$ cat src/rtl/slv_guard_rst_ctrl_if.sv
// Purpose: reset handshake between slave guard, isolation block and subordinate reset.
// Latency: wires only; timing is owned by slv_guard_rst_ctrl.
// Backpressure: level-based request/status pair, no valid/ready or credits.
interface slv_guard_rst_ctrl_if;
    logic rst_req_i;
    logic rst_stat_o;
    logic isolate_o;
    logic isolated_i;
    logic slv_rst_no;
    logic busy_o;
    logic drain_timeout_o;

    // Reset controller side.
    modport slave (
        input  rst_req_i,
        input  isolated_i,
        output rst_stat_o,
        output isolate_o,
        output slv_rst_no,
        output busy_o,
        output drain_timeout_o
    );

    // Guard / isolation / subordinate side.
    modport master (
        output rst_req_i,
        output isolated_i,
        input  rst_stat_o,
        input  isolate_o,
        input  slv_rst_no,
        input  busy_o,
        input  drain_timeout_o
    );
endinterface

$ cat src/rtl/slv_guard_rst_ctrl.sv
// Purpose: responder for the slave guard reset request; isolates, pulses and releases the subordinate reset.
// Latency: slv_rst_no falls 2 cycles after rst_req_i is sampled (isolated), rst_stat_o at 2+HoldCycles+SettleCycles.
// Backpressure: none; a started sequence always runs to DONE. Optional macro SLV_GUARD_RST_CTRL_CNT_EN adds rst_cnt_o.
module slv_guard_rst_ctrl #(
    parameter int unsigned DrainCycles  = 64,
    parameter int unsigned HoldCycles   = 16,
    parameter int unsigned SettleCycles = 8,
    parameter int unsigned CntWidth     = 16
) (
    input  logic                 clk_i,
    input  logic                 rst_ni,
    slv_guard_rst_ctrl_if.slave  bus
`ifdef SLV_GUARD_RST_CTRL_CNT_EN
    ,
    output logic [7:0]           rst_cnt_o
`endif
);

    typedef enum logic [2:0] {
        IDLE   = 3'd0,
        DRAIN  = 3'd1,
        ASSERT = 3'd2,
        SETTLE = 3'd3,
        DONE   = 3'd4
    } state_e;

    localparam logic [CntWidth-1:0] DrainLast  = CntWidth'(DrainCycles - 1);
    localparam logic [CntWidth-1:0] HoldLast   = CntWidth'(HoldCycles - 1);
    localparam logic [CntWidth-1:0] SettleLast = CntWidth'(SettleCycles - 1);

    state_e              state_q, state_d;
    logic [CntWidth-1:0] cnt_q, cnt_d;
    logic                timeout_q, timeout_d;

    // State, phase counter and sticky drain-timeout flag.
    always_ff @(posedge clk_i) begin
        if (!rst_ni) begin
            state_q   <= IDLE;
            cnt_q     <= '0;
            timeout_q <= 1'b0;
        end else begin
            state_q   <= state_d;
            cnt_q     <= cnt_d;
            timeout_q <= timeout_d;
        end
    end

    // Next-state: rst_req_i only matters in IDLE and DONE, so a sequence cannot be aborted half way.
    always_comb begin
        state_d   = state_q;
        cnt_d     = cnt_q;
        timeout_d = timeout_q;
        unique case (state_q)
            IDLE: begin
                cnt_d = '0;
                if (bus.rst_req_i) begin
                    state_d = DRAIN;
                end
            end
            DRAIN: begin
                // isolated_i wins over a coincident timeout.
                if (bus.isolated_i) begin
                    state_d   = ASSERT;
                    cnt_d     = '0;
                    timeout_d = 1'b0;
                end else if (cnt_q == DrainLast) begin
                    state_d   = ASSERT;
                    cnt_d     = '0;
                    timeout_d = 1'b1;
                end else begin
                    cnt_d = cnt_q + 1'b1;
                end
            end
            ASSERT: begin
                if (cnt_q == HoldLast) begin
                    state_d = SETTLE;
                    cnt_d   = '0;
                end else begin
                    cnt_d = cnt_q + 1'b1;
                end
            end
            SETTLE: begin
                if (cnt_q == SettleLast) begin
                    state_d = DONE;
                    cnt_d   = '0;
                end else begin
                    cnt_d = cnt_q + 1'b1;
                end
            end
            DONE: begin
                cnt_d = '0;
                if (!bus.rst_req_i) begin
                    state_d = IDLE;
                end
            end
            default: begin
                state_d = IDLE;
                cnt_d   = '0;
            end
        endcase
    end

    // Outputs decode the state register only; isolation holds through DONE until the guard drops its request.
    always_comb begin
        bus.rst_stat_o      = (state_q == DONE);
        bus.isolate_o       = (state_q != IDLE);
        bus.slv_rst_no      = (state_q != ASSERT);
        bus.busy_o          = (state_q != IDLE);
        bus.drain_timeout_o = timeout_q;
    end

`ifdef SLV_GUARD_RST_CTRL_CNT_EN
    logic [7:0] rst_cnt_q, rst_cnt_d;

    // Saturating count of completed sequences, bumped on DONE -> IDLE.
    always_comb begin
        rst_cnt_d = rst_cnt_q;
        if ((state_q == DONE) && !bus.rst_req_i && (rst_cnt_q != 8'hFF)) begin
            rst_cnt_d = rst_cnt_q + 8'd1;
        end
    end

    // Completed-sequence counter register.
    always_ff @(posedge clk_i) begin
        if (!rst_ni) begin
            rst_cnt_q <= 8'd0;
        end else begin
            rst_cnt_q <= rst_cnt_d;
        end
    end

    assign rst_cnt_o = rst_cnt_q;
`endif

endmodule

$ cat src/flat_wrapper.sv
// flat-port wrapper written by rule: the top's interface ports become plain ports
module slv_guard_rst_ctrl_flat 
#(
    parameter int unsigned DrainCycles  = 64,
    parameter int unsigned HoldCycles   = 16,
    parameter int unsigned SettleCycles = 8,
    parameter int unsigned CntWidth     = 16
)
  (clk_i, rst_ni, bus_rst_req_i, bus_isolated_i, bus_rst_stat_o, bus_isolate_o, bus_slv_rst_no, bus_busy_o, bus_drain_timeout_o);
  slv_guard_rst_ctrl_if bus_i ();
  input  logic clk_i;
  input  logic rst_ni;
  input wire logic [$bits(bus_i.rst_req_i)-1:0] bus_rst_req_i;
  input wire logic [$bits(bus_i.isolated_i)-1:0] bus_isolated_i;
  output wire logic [$bits(bus_i.rst_stat_o)-1:0] bus_rst_stat_o;
  output wire logic [$bits(bus_i.isolate_o)-1:0] bus_isolate_o;
  output wire logic [$bits(bus_i.slv_rst_no)-1:0] bus_slv_rst_no;
  output wire logic [$bits(bus_i.busy_o)-1:0] bus_busy_o;
  output wire logic [$bits(bus_i.drain_timeout_o)-1:0] bus_drain_timeout_o;
  assign bus_i.rst_req_i = bus_rst_req_i;
  assign bus_i.isolated_i = bus_isolated_i;
  assign bus_rst_stat_o = bus_i.rst_stat_o;
  assign bus_isolate_o = bus_i.isolate_o;
  assign bus_slv_rst_no = bus_i.slv_rst_no;
  assign bus_busy_o = bus_i.busy_o;
  assign bus_drain_timeout_o = bus_i.drain_timeout_o;
  slv_guard_rst_ctrl #(.DrainCycles(DrainCycles), .HoldCycles(HoldCycles), .SettleCycles(SettleCycles), .CntWidth(CntWidth)) u_core (.clk_i(clk_i), .rst_ni(rst_ni), .bus(bus_i));
endmodule
$ cat config.mk
export PLATFORM = sky130hd
export DESIGN_NAME = slv_guard_rst_ctrl_flat
export DESIGN_NICKNAME = d
export VERILOG_FILES = /design/src/rtl/slv_guard_rst_ctrl_if.sv /design/src/rtl/slv_guard_rst_ctrl.sv /design/src/flat_wrapper.sv
export SDC_FILE = /design/constraint.sdc
export NUM_CORES = 1
export LEC_CHECK = 0
export CAP_MARGIN = 20
export CORE_UTILIZATION = 45
export CTS_CLUSTER_DIAMETER = 60
export DETAILED_ROUTE_END_ITERATION = 10
export GPL_TIMING_DRIVEN = 1
export SYNTH_ARGS = -nofsm -noshare
export SYNTH_HDL_FRONTEND = slang
export SYNTH_SLANG_ARGS = --single-unit
$ cat constraint.sdc
create_clock -name clk_i -period 2.8 [get_ports clk_i]
set_clock_uncertainty 0.1 [all_clocks]
set_input_delay 0.56 -clock clk_i [delete_from_list [all_inputs] [get_ports clk_i]]
set_output_delay 0.56 -clock clk_i [all_outputs]
set_load 0.02 [all_outputs]
==> flow_summary_export.csv <==
group,metric,value,unit
yosys,ys.flop_type,"dfxtp_1",
timing,fmax,425,MHz
place,port-buffer-count,8,
timing,slew_headroom,0.650,
critical_path,cp_top_family,"simple AND/OR/NAND/NOR gates",
clocking,numCtsBuffers,3,
floorplanning,die_h,48.8,um
timing,finalCritPeriodShare,0.841,
timing,setup_tns,0,ns
clocking,cts_tree,"built",
yosys,syn_inst,111,
timing,report.final.slew_viol_count,0,
timing,rsz0062_at_grt,"false",
yosys,synth-warning-count,0,
critical_path,worstPathArrival,2.44,ns
global_routing,grt_pass1_vias,669,
critical_path,worstSetupStartpointType,"flip-flop",
yosys,async_reset_ff_frac,0,
power_and_ir_drop,powerDensity,698,mW/mm2
route,drt-initial-drc-count,14,
power_and_ir_drop,p_leak,0.000366,uW
critical_path,critPathCaptureType,"flip-flop",
power_and_ir_drop,max-vdd-ir-drop,374,uV
timing,setup_viol,0,
cells_and_area,nNetsFinal,125,
route,wl,1.77,mm
global_routing,track_usage,0.166,
place,place_congestion,0.789,
cells_and_area,area_delta_synth_final,12.6,%
route,drt_drc_violations_left,0,
clocking,clockBufferDepth,2,
clocking,clk_pin_slew_worst_paths,0.11,ns
timing,min_period,2.36,ns
outcome,status,"completed",
worst_hold_path,hold_path.class,"flip-flop to flip-flop",
clocking,insertion_delay,0.30,ns
critical_path,crit_type,"flip-flop to flip-flop",
route,ant_nets,0,
critical_path,crit_required,2.88,ns
cells_and_area,final_cell_count_no_fill,146,
cells_and_area,num_antenna_cells,0,
place,dp_hpwl,1.32,mm
clocking,cts_setup_buffers,0,
cells_and_area,utilization,0.553,
critical_path,path_max_fanout,15,
route,vias_per_cell,5.22,
floorplanning,num_rows,16,
timing,worst_pin_slew,0.524,ns
cells_and_area,drive_above_1_share,0.101,
route,num_vias,762,
critical_path,max_stage_delay,0.57,ns
global_routing,grt.overflow.total,0,
clocking,clkSinkCount,20,
yosys,synth-edff-count,0,
global_routing,antenna_found_initial,0,
yosys,synth_area_leaders,"dfxtp_1 (41%), nor2_1 (8.4%), xnor2_1 (7.1%), xor2_1 (7.1%), nand2_1 (3.1%)",
route,firstDrtPassIters,4,
timing,hold-worst-slack,0.375,ns
clocking,cts.hold.buffers_added,0,
floorplanning,die_x,48.8,um
yosys,synth_nets,116,
route,wl_per_cell,12.1,um
critical_path,cp_slowest_cell,"or4_1",
yosys,avgSynthCellArea,8.86,um2
floorplanning,core,0.00200,mm2
job,drv_cap,0,
critical_path,cp_num_buf_inv,0,
yosys,synth_area_leader_cell,"dfxtp_1",
timing,hold_violations,0,
critical_path,crit_chain,"or4_1, or4_4, o21a_4, o21ai_4, nor2_1",
yosys,yosysSeqAreaShare,0.407,
clocking,htree_levels,1,
floorplanning,initial_core_util,0.491,
global_routing,grt_max_degree,16,
yosys,synth.distinct_cells,34,
yosys,ys_ff_latch,20,
clocking,cts_resized,0,
floorplanning,die-area,0.00238,mm2
floorplanning,io_pins,9,
yosys,syn_area,983,um2
yosys,synth_top_area_frac,0.407,
place,dp_cells,142,
global_routing,grt_pass1_wl,3.02,mm
cells_and_area,fill_cells,193,
clocking,clock-root-buffer,"clkbuf_4",
cell usage after synthesis (all sizes together) (2+ instances only):
master	number
o21ai	2
nand2	8
clkbuf	2
xnor2	8
nor3	4
or4	3
inv	4
xor2	8
nand4	4
dfxtp	20
nor2	22
and2	2
nand3	5
and4	2
buf	2
final cells by class:
cell class,instances,area [um2],share of cell area
Tap cell,27,33.8,0.0305
Timing Repair Buffer,8,80.1,0.0723
Multi-Input combinational cell,83,542,0.489
Inverter,4,15.0,0.0136
Clock buffer,4,36.3,0.0328
Sequential cell,20,400,0.362
per-layer routing:
| layer | wire length [um] | vias up | part of all wire | global-route usage |
|---|---|---|---|---|
| li1 | - | 398 | - | - |
| met4 | 23 | 0 | 0.013 | 0.0441 |
| met1 | 899 | 351 | 0.51 | 0.221 |
| met2 | 790 | 9 | 0.45 | 0.250 |
| met3 | 57 | 4 | 0.032 | 0.0660 |
| met5 | 0 | - | 0 | 0 |
sequential cells by signal (all words and copies together), names as in the netlist:
name	cells
u_core.state_q	3
u_core.bus.drain_timeout_o	1
u_core.cnt_q	16
through the flow:
step           worst slack [ns]  total power, uW  instance area, um2
2_1_floorplan             0.636              547                 983
3_3_place_gp              0.507              615                1070
3_5_place_dp              0.468              615                1070
4_1_cts                   0.431              783                1110
5_1_grt                   0.360              826                1110
6_report                  0.445              772                1110
worst reg2reg max path, cell delays in order (launching register included):
cell	delay, ns
dfxtp_1	0.36
or4_1	0.57
or4_4	0.51
o21a_4	0.23
o21ai_4	0.36
nor2_1	0.10
worst paths after layout:
check / from / to / slack [ns] / cells after the start
setup / recovery: u_core.cnt_q[10]$_SDFF_PN0_ / u_core.cnt_q[8]$_SDFF_PN0_ / 0.44 / 5
hold / removal: u_core.cnt_q[0]$_SDFF_PN0_ / u_core.cnt_q[0]$_SDFF_PN0_ / 0.37 / 1
hold reg to reg: u_core.cnt_q[0]$_SDFF_PN0_ / u_core.cnt_q[0]$_SDFF_PN0_ / 0.37 / 1
setup reg to reg: u_core.cnt_q[10]$_SDFF_PN0_ / u_core.cnt_q[8]$_SDFF_PN0_ / 0.44 / 5
logic make-up after synthesis:
family	count (synthesis)	share of synthesized area
buffers and inverters	8	0.0420
AND/OR/NAND/NOR	57	0.303
AO/OA/AOI/OAI	8	0.0827
XOR/XNOR	16	0.142
adder cells (fa/ha/maj)	1	0.0127
flip-flops	20	0.407
multiplexers	1	0.0102
cells in the final DEF, fill, tap and decap left out:
cell and n:
and4_1 1, or4_4 1, and3_1 1, a311oi_1 1, clkbuf_8 1, nand3_1 5, dfxtp_1 20, o211ai_1 1
o221a_2 1, o21ai_0 1, clkdlybuf4s50_1 8, nand2b_4 1, inv_1 4, xnor2_1 8, clkbuf_4 3, nor2_1 22
nor3_1 4, or3b_2 1, nand4_1 4, nand4b_1 1, ha_1 1, o21ai_4 1, or4_1 2, nand2_1 8
o31ai_1 1, o21a_4 1, a311o_1 1, or2_2 1, nor4_1 1, mux2i_1 1, and2_1 2, and4_2 1
xor2_1 8, nor3b_1 1
power breakdown:
group | leakage (uW) | internal [uW] | switching [uW]
combinational | 0.000183 | 128 | 141
sequential | 0.000162 | 303 | 34.6
clock | 0.0000210 | 79.4 | 85.9
total | 0.000366 | 511 | 262
(Power assumes the default switching activity.)
==> variant 1, RTL diff (same flow settings) <==
`CntWidth` is set to 16 in 2 places; all go to 32.
--- a/src/rtl/slv_guard_rst_ctrl.sv
+++ b/src/rtl/slv_guard_rst_ctrl.sv
@@ -7,3 +7,3 @@
     parameter int unsigned SettleCycles = 8,
-    parameter int unsigned CntWidth     = 16
+    parameter int unsigned CntWidth     = 32
 ) (
--- a/src/flat_wrapper.sv
+++ b/src/flat_wrapper.sv
@@ -6,3 +6,3 @@
     parameter int unsigned SettleCycles = 8,
-    parameter int unsigned CntWidth     = 16
+    parameter int unsigned CntWidth     = 32
 )
Function: no difference found for any inputs over 10 cycles, from zero or initial values and one cycle with rst_ni low; that may be too few to reach the edited logic, so the function may still have changed.
==> variant 1 against the unedited design <==
- utilization shrank 3.8 points
- area after synthesis grew 75%
- sequential cell count grew 16
- power grew 47%
- setup slack lost 0.021 ns
- routed wire length grew 85%
- synthesized cell count grew 78%
- sequential power grew 66%
- design area grew 70%
==> variant 1: results (changes against the unedited design) <==
[global_route]
grt_max_degree=33  ; +17
grt_pass1_wl_um=6060  ; +100%
track_usage_pct=19.3  ; +2.6 points
grt_pass1_vias=1372  ; +110%

[synthesis]
synth_mux_area_share_pct=0.580  ; -0.44 points
synthTopCellsByCount=nor2_1, dfxtp_1, xor2_1
synth_fa_ha_area_share_pct=0.725  ; -0.55 points
ys_types=37  ; +8.8%
synth_compound_area_share_pct=4.42  ; -3.8 points
synth_xor_area_share_pct=14.7  ; +0.47 points
ys_seq_area_share_pct=41.8  ; +1.1 points

[critical_path]
crit_slowest_cell=a211o_1
rr_endpoint=u_core.cnt_q[28]
cp_max_fo=32  ; +17
critPathArrivalTime_ns=2.40  ; -0.04 ns
r2r_setup_slack_ns=0.42  ; -0.02 ns
cpLargestDelayFamily=compound AO/OA/AOI/OAI gates
slowest_delay_ns=0.83  ; +0.26 ns
r2r-start=u_core.cnt_q[6]

[placed_design]
dp_hpwl_um=2280  ; +73%
dpl_cell_area_sq_mm=0.00182  ; +70%
place_congestion=0.768  ; -2.7%

[cts]
cts_root_buf=clkbuf_8
clk_pin_slew_ns=0.07  ; -0.04 ns
worstSkewPairLatency_ns=0.28  ; -0.02 ns
cts_inserted_buffers=5  ; +2
htree_levels=2  ; +1

[outcome]
status=finished clean

[route]
wl_per_cell_um=13.0  ; +7.0%
first_iter_violations=107  ; +93

[sta]
worst_pin_slew_ns=1.05  ; +0.531 ns

[finish]
largest_register_ffs=32  ; +16
final_nets=212  ; +70%

[power]
vdd_drop_max_v=0.000259  ; -31%

## variant 1: area by class of cell
class / count / area, sq um
Clock buffer: 5 / 68.8
Fill cell: 363 / 1770
Inverter: 4 / 15.0
Multi-Input combinational cell: 150 / 927
Sequential cell: 36 / 721
Tap cell: 48 / 60.1
Timing Repair Buffer: 10 / 95.1
## variant 1: per-layer routing
layer / wire length, um / global-route usage [%]
met3: 122 / 4.82
met1: 1540 / 23.4
met2: 1540 / 31.3
met4: 80 / 9.94
met5: 0 / 0
## variant 1: through the flow
step / util, % / setup WS [ns] / std cells
6_report: 51.5 / 0.424 / 253
5_1_grt: 51.5 / 0.191 / 253
4_1_cts: 51.5 / 0.409 / 253
3_5_place_dp: 49.7 / 0.312 / 248
3_3_place_gp: 49.7 / 0.349 / 248
2_1_floorplan: - / 1.11 / 198
## variant 1: how the worst min path moves through the flow
stage | endpoint | slack [ns] | start | cells after the start
floorplan | u_core.cnt_q[0] | 0.31 | u_core.cnt_q[0] | 1
global placement | u_core.cnt_q[0] | 0.33 | u_core.cnt_q[0] | 1
detailed placement | u_core.cnt_q[0] | 0.34 | u_core.cnt_q[0] | 1
CTS | u_core.cnt_q[0] | 0.35 | u_core.cnt_q[0] | 1
global route | u_core.cnt_q[0] | 0.37 | u_core.cnt_q[0] | 1
finish | u_core.cnt_q[0] | 0.34 | u_core.cnt_q[0] | 1
## variant 1: kinds of logic after synthesis
family,Yosys count
flops,36
simple gates,108
xor+xnor,29
compound gates,11
mux,1
buf+inv,12
fa+ha+maj,1
## variant 1: power by group
group / internal, mW / total (mW) / switching (mW)
Combinational: 0.112 / 0.252 / 0.140
Clock: 0.160 / 0.323 / 0.163
Sequential: 0.531 / 0.562 / 0.0311
Total: 0.803 / 1.14 / 0.335
==> variant 2, RTL diff (same settings) <==
Without the edit above. Encoding of `state_e`: now one-hot (5 bits for 5 states).
--- a/src/rtl/slv_guard_rst_ctrl.sv
+++ b/src/rtl/slv_guard_rst_ctrl.sv
@@ -18,8 +18,8 @@
 
-    typedef enum logic [2:0] {
-        IDLE   = 3'd0,
-        DRAIN  = 3'd1,
-        ASSERT = 3'd2,
-        SETTLE = 3'd3,
-        DONE   = 3'd4
+    typedef enum logic [4:0] {
+        IDLE   = 5'b00001,
+        DRAIN  = 5'b00010,
+        ASSERT = 5'b00100,
+        SETTLE = 5'b01000,
+        DONE   = 5'b10000
     } state_e;
Check against the original RTL: same outputs for any inputs over 10 cycles, from zero or initial values and one cycle with rst_ni low; not proved beyond that.
==> variant 2 against the unedited design <==
- sequential cell count increased by 2
- worst hold slack improved by 0.0093 ns
- area after synthesis increased by 30%
- maximum frequency decreased by 7.0%
- power decreased by 23%
- global-route usage increased by 1.2 points
- utilization decreased by 0.92 points
- clock power increased by 44%
- synthesized cell count increased by 18%
- setup slack got worse by 0.18 ns
- design area increased by 27%
- cell count increased by 15%
- routed wire length increased by 52%
- critical endpoint is now bus_slv_rst_no
==> variant 2: results (changes against the unedited design) <==
[critical_path]
crit_slowest_cell=clkdlybuf4s50_1
cpLargestDelayFamily=buffers and inverters
endpoint=bus_slv_rst_no
reg2reg_depth=4  ; -1
startpoint=u_core.state_q[4]
critPathArrivalTime_ns=1.87  ; -0.57 ns
r2r_setup_slack_ns=0.61  ; +0.17 ns
slowest_delay_ns=0.53  ; -0.04 ns
r2r-start=u_core.cnt_q[2]
cp_max_fo=7  ; -8
rr_endpoint=u_core.cnt_q[15]

[route]
drt-met1-wl_um=1220  ; +35%
top_layer_used=met4
dr_wl_met3_um=97  ; +70%
first_iter_violations=38  ; +24
wirelength_um=2690  ; +52%
avgViaCountPerCell=6.46  ; +24%
dr.pass1.iters=4  ; unchanged

[cts]
worstSkewPairLatency_ns=0.30  ; about the same
cts_root_buf=clkbuf_4
post-cts-setup-buffers=0  ; unchanged

[placed_design]
dpl_cell_area_sq_mm=0.00136  ; +27%
dp_slack_ns=0.538  ; +0.0704 ns
dp_hpwl_um=1890  ; +43%
dp_cells=164  ; +15%
place_congestion=0.848  ; +7.4%

[synthesis]
synth_fa_ha_area_share_pct=0.978  ; -0.29 points
ys_types=39  ; +15%
ys_seq_area_share_pct=34.4  ; -6.3 points
synth_mux_area_share_pct=0  ; -1.0 points
synthTopCellsByCount=dfxtp_1, xor2_1, a211oi_2, nand4_1
synth.area.top_cells=dfxtp_1, a211oi_2, xor2_1
synth_xor_area_share_pct=10.3  ; -4.0 points
synth_compound_area_share_pct=21.9  ; +14 points

[global_route]
grt_max_degree=17  ; +1
track_usage_pct=17.8  ; +1.2 points
grt_pass1_wl_um=4430  ; +47%
grt_pass1_vias=1040  ; +55%

[sta]
worst_pin_slew_ns=0.594  ; +0.0704 ns
hold_ws_ns=0.384  ; +0.00931 ns
fmax_mhz=395  ; -7.0%

[power]
p_leak_nw=0.426  ; +16%
vdd_drop_max_v=0.000336  ; -10%

[finish]
final_nets=144  ; +15%
stdcell_count=168  ; +15%
final_layout_size_suffix_gt1_share_pct=16.7  ; +6.6 points
fill_cells=247  ; +28%

[min_path]
min_delay_path_depth=1  ; unchanged

[outcome]
status=finished clean

[variant 2: layout make-up]
cell class	count	area, sq um	area share [%]
Multi-Input combinational cell	98	764	54.3
Sequential cell	22	440	31.3
Timing Repair Buffer	11	103	7.28
Tap cell	30	37.5	2.66
Clock inverter	1	30.0	2.13
Clock buffer	3	22.5	1.60
Inverter	3	11.3	0.799
[variant 2: cells by family (layout without fill, tap and decap cells)]
| kind of cell | after synthesis | in the layout |
|---|---|---|
| compound gates | 30 | 30 |
| xor+xnor | 15 | 15 |
| fa+ha+maj | 1 | 1 |
| buf+inv | 11 | 18 |
| flops | 22 | 22 |
| simple gates | 52 | 52 |
[variant 2: power by group]
part	total [mW]	switching, mW	internal, mW
logic	0.0367	0.0199	0.0168
clock network	0.238	0.0936	0.145
registers	0.319	0.00376	0.315
total	0.594	0.117	0.477
[variant 2: routing by layer]
metal | GRT usage (%) | up-vias
met5 | 0 | -
met4 | 8.21 | 0
li1 | - | 518
met1 | 21.5 | 538
met3 | 2.81 | 2
met2 | 31.0 | 27
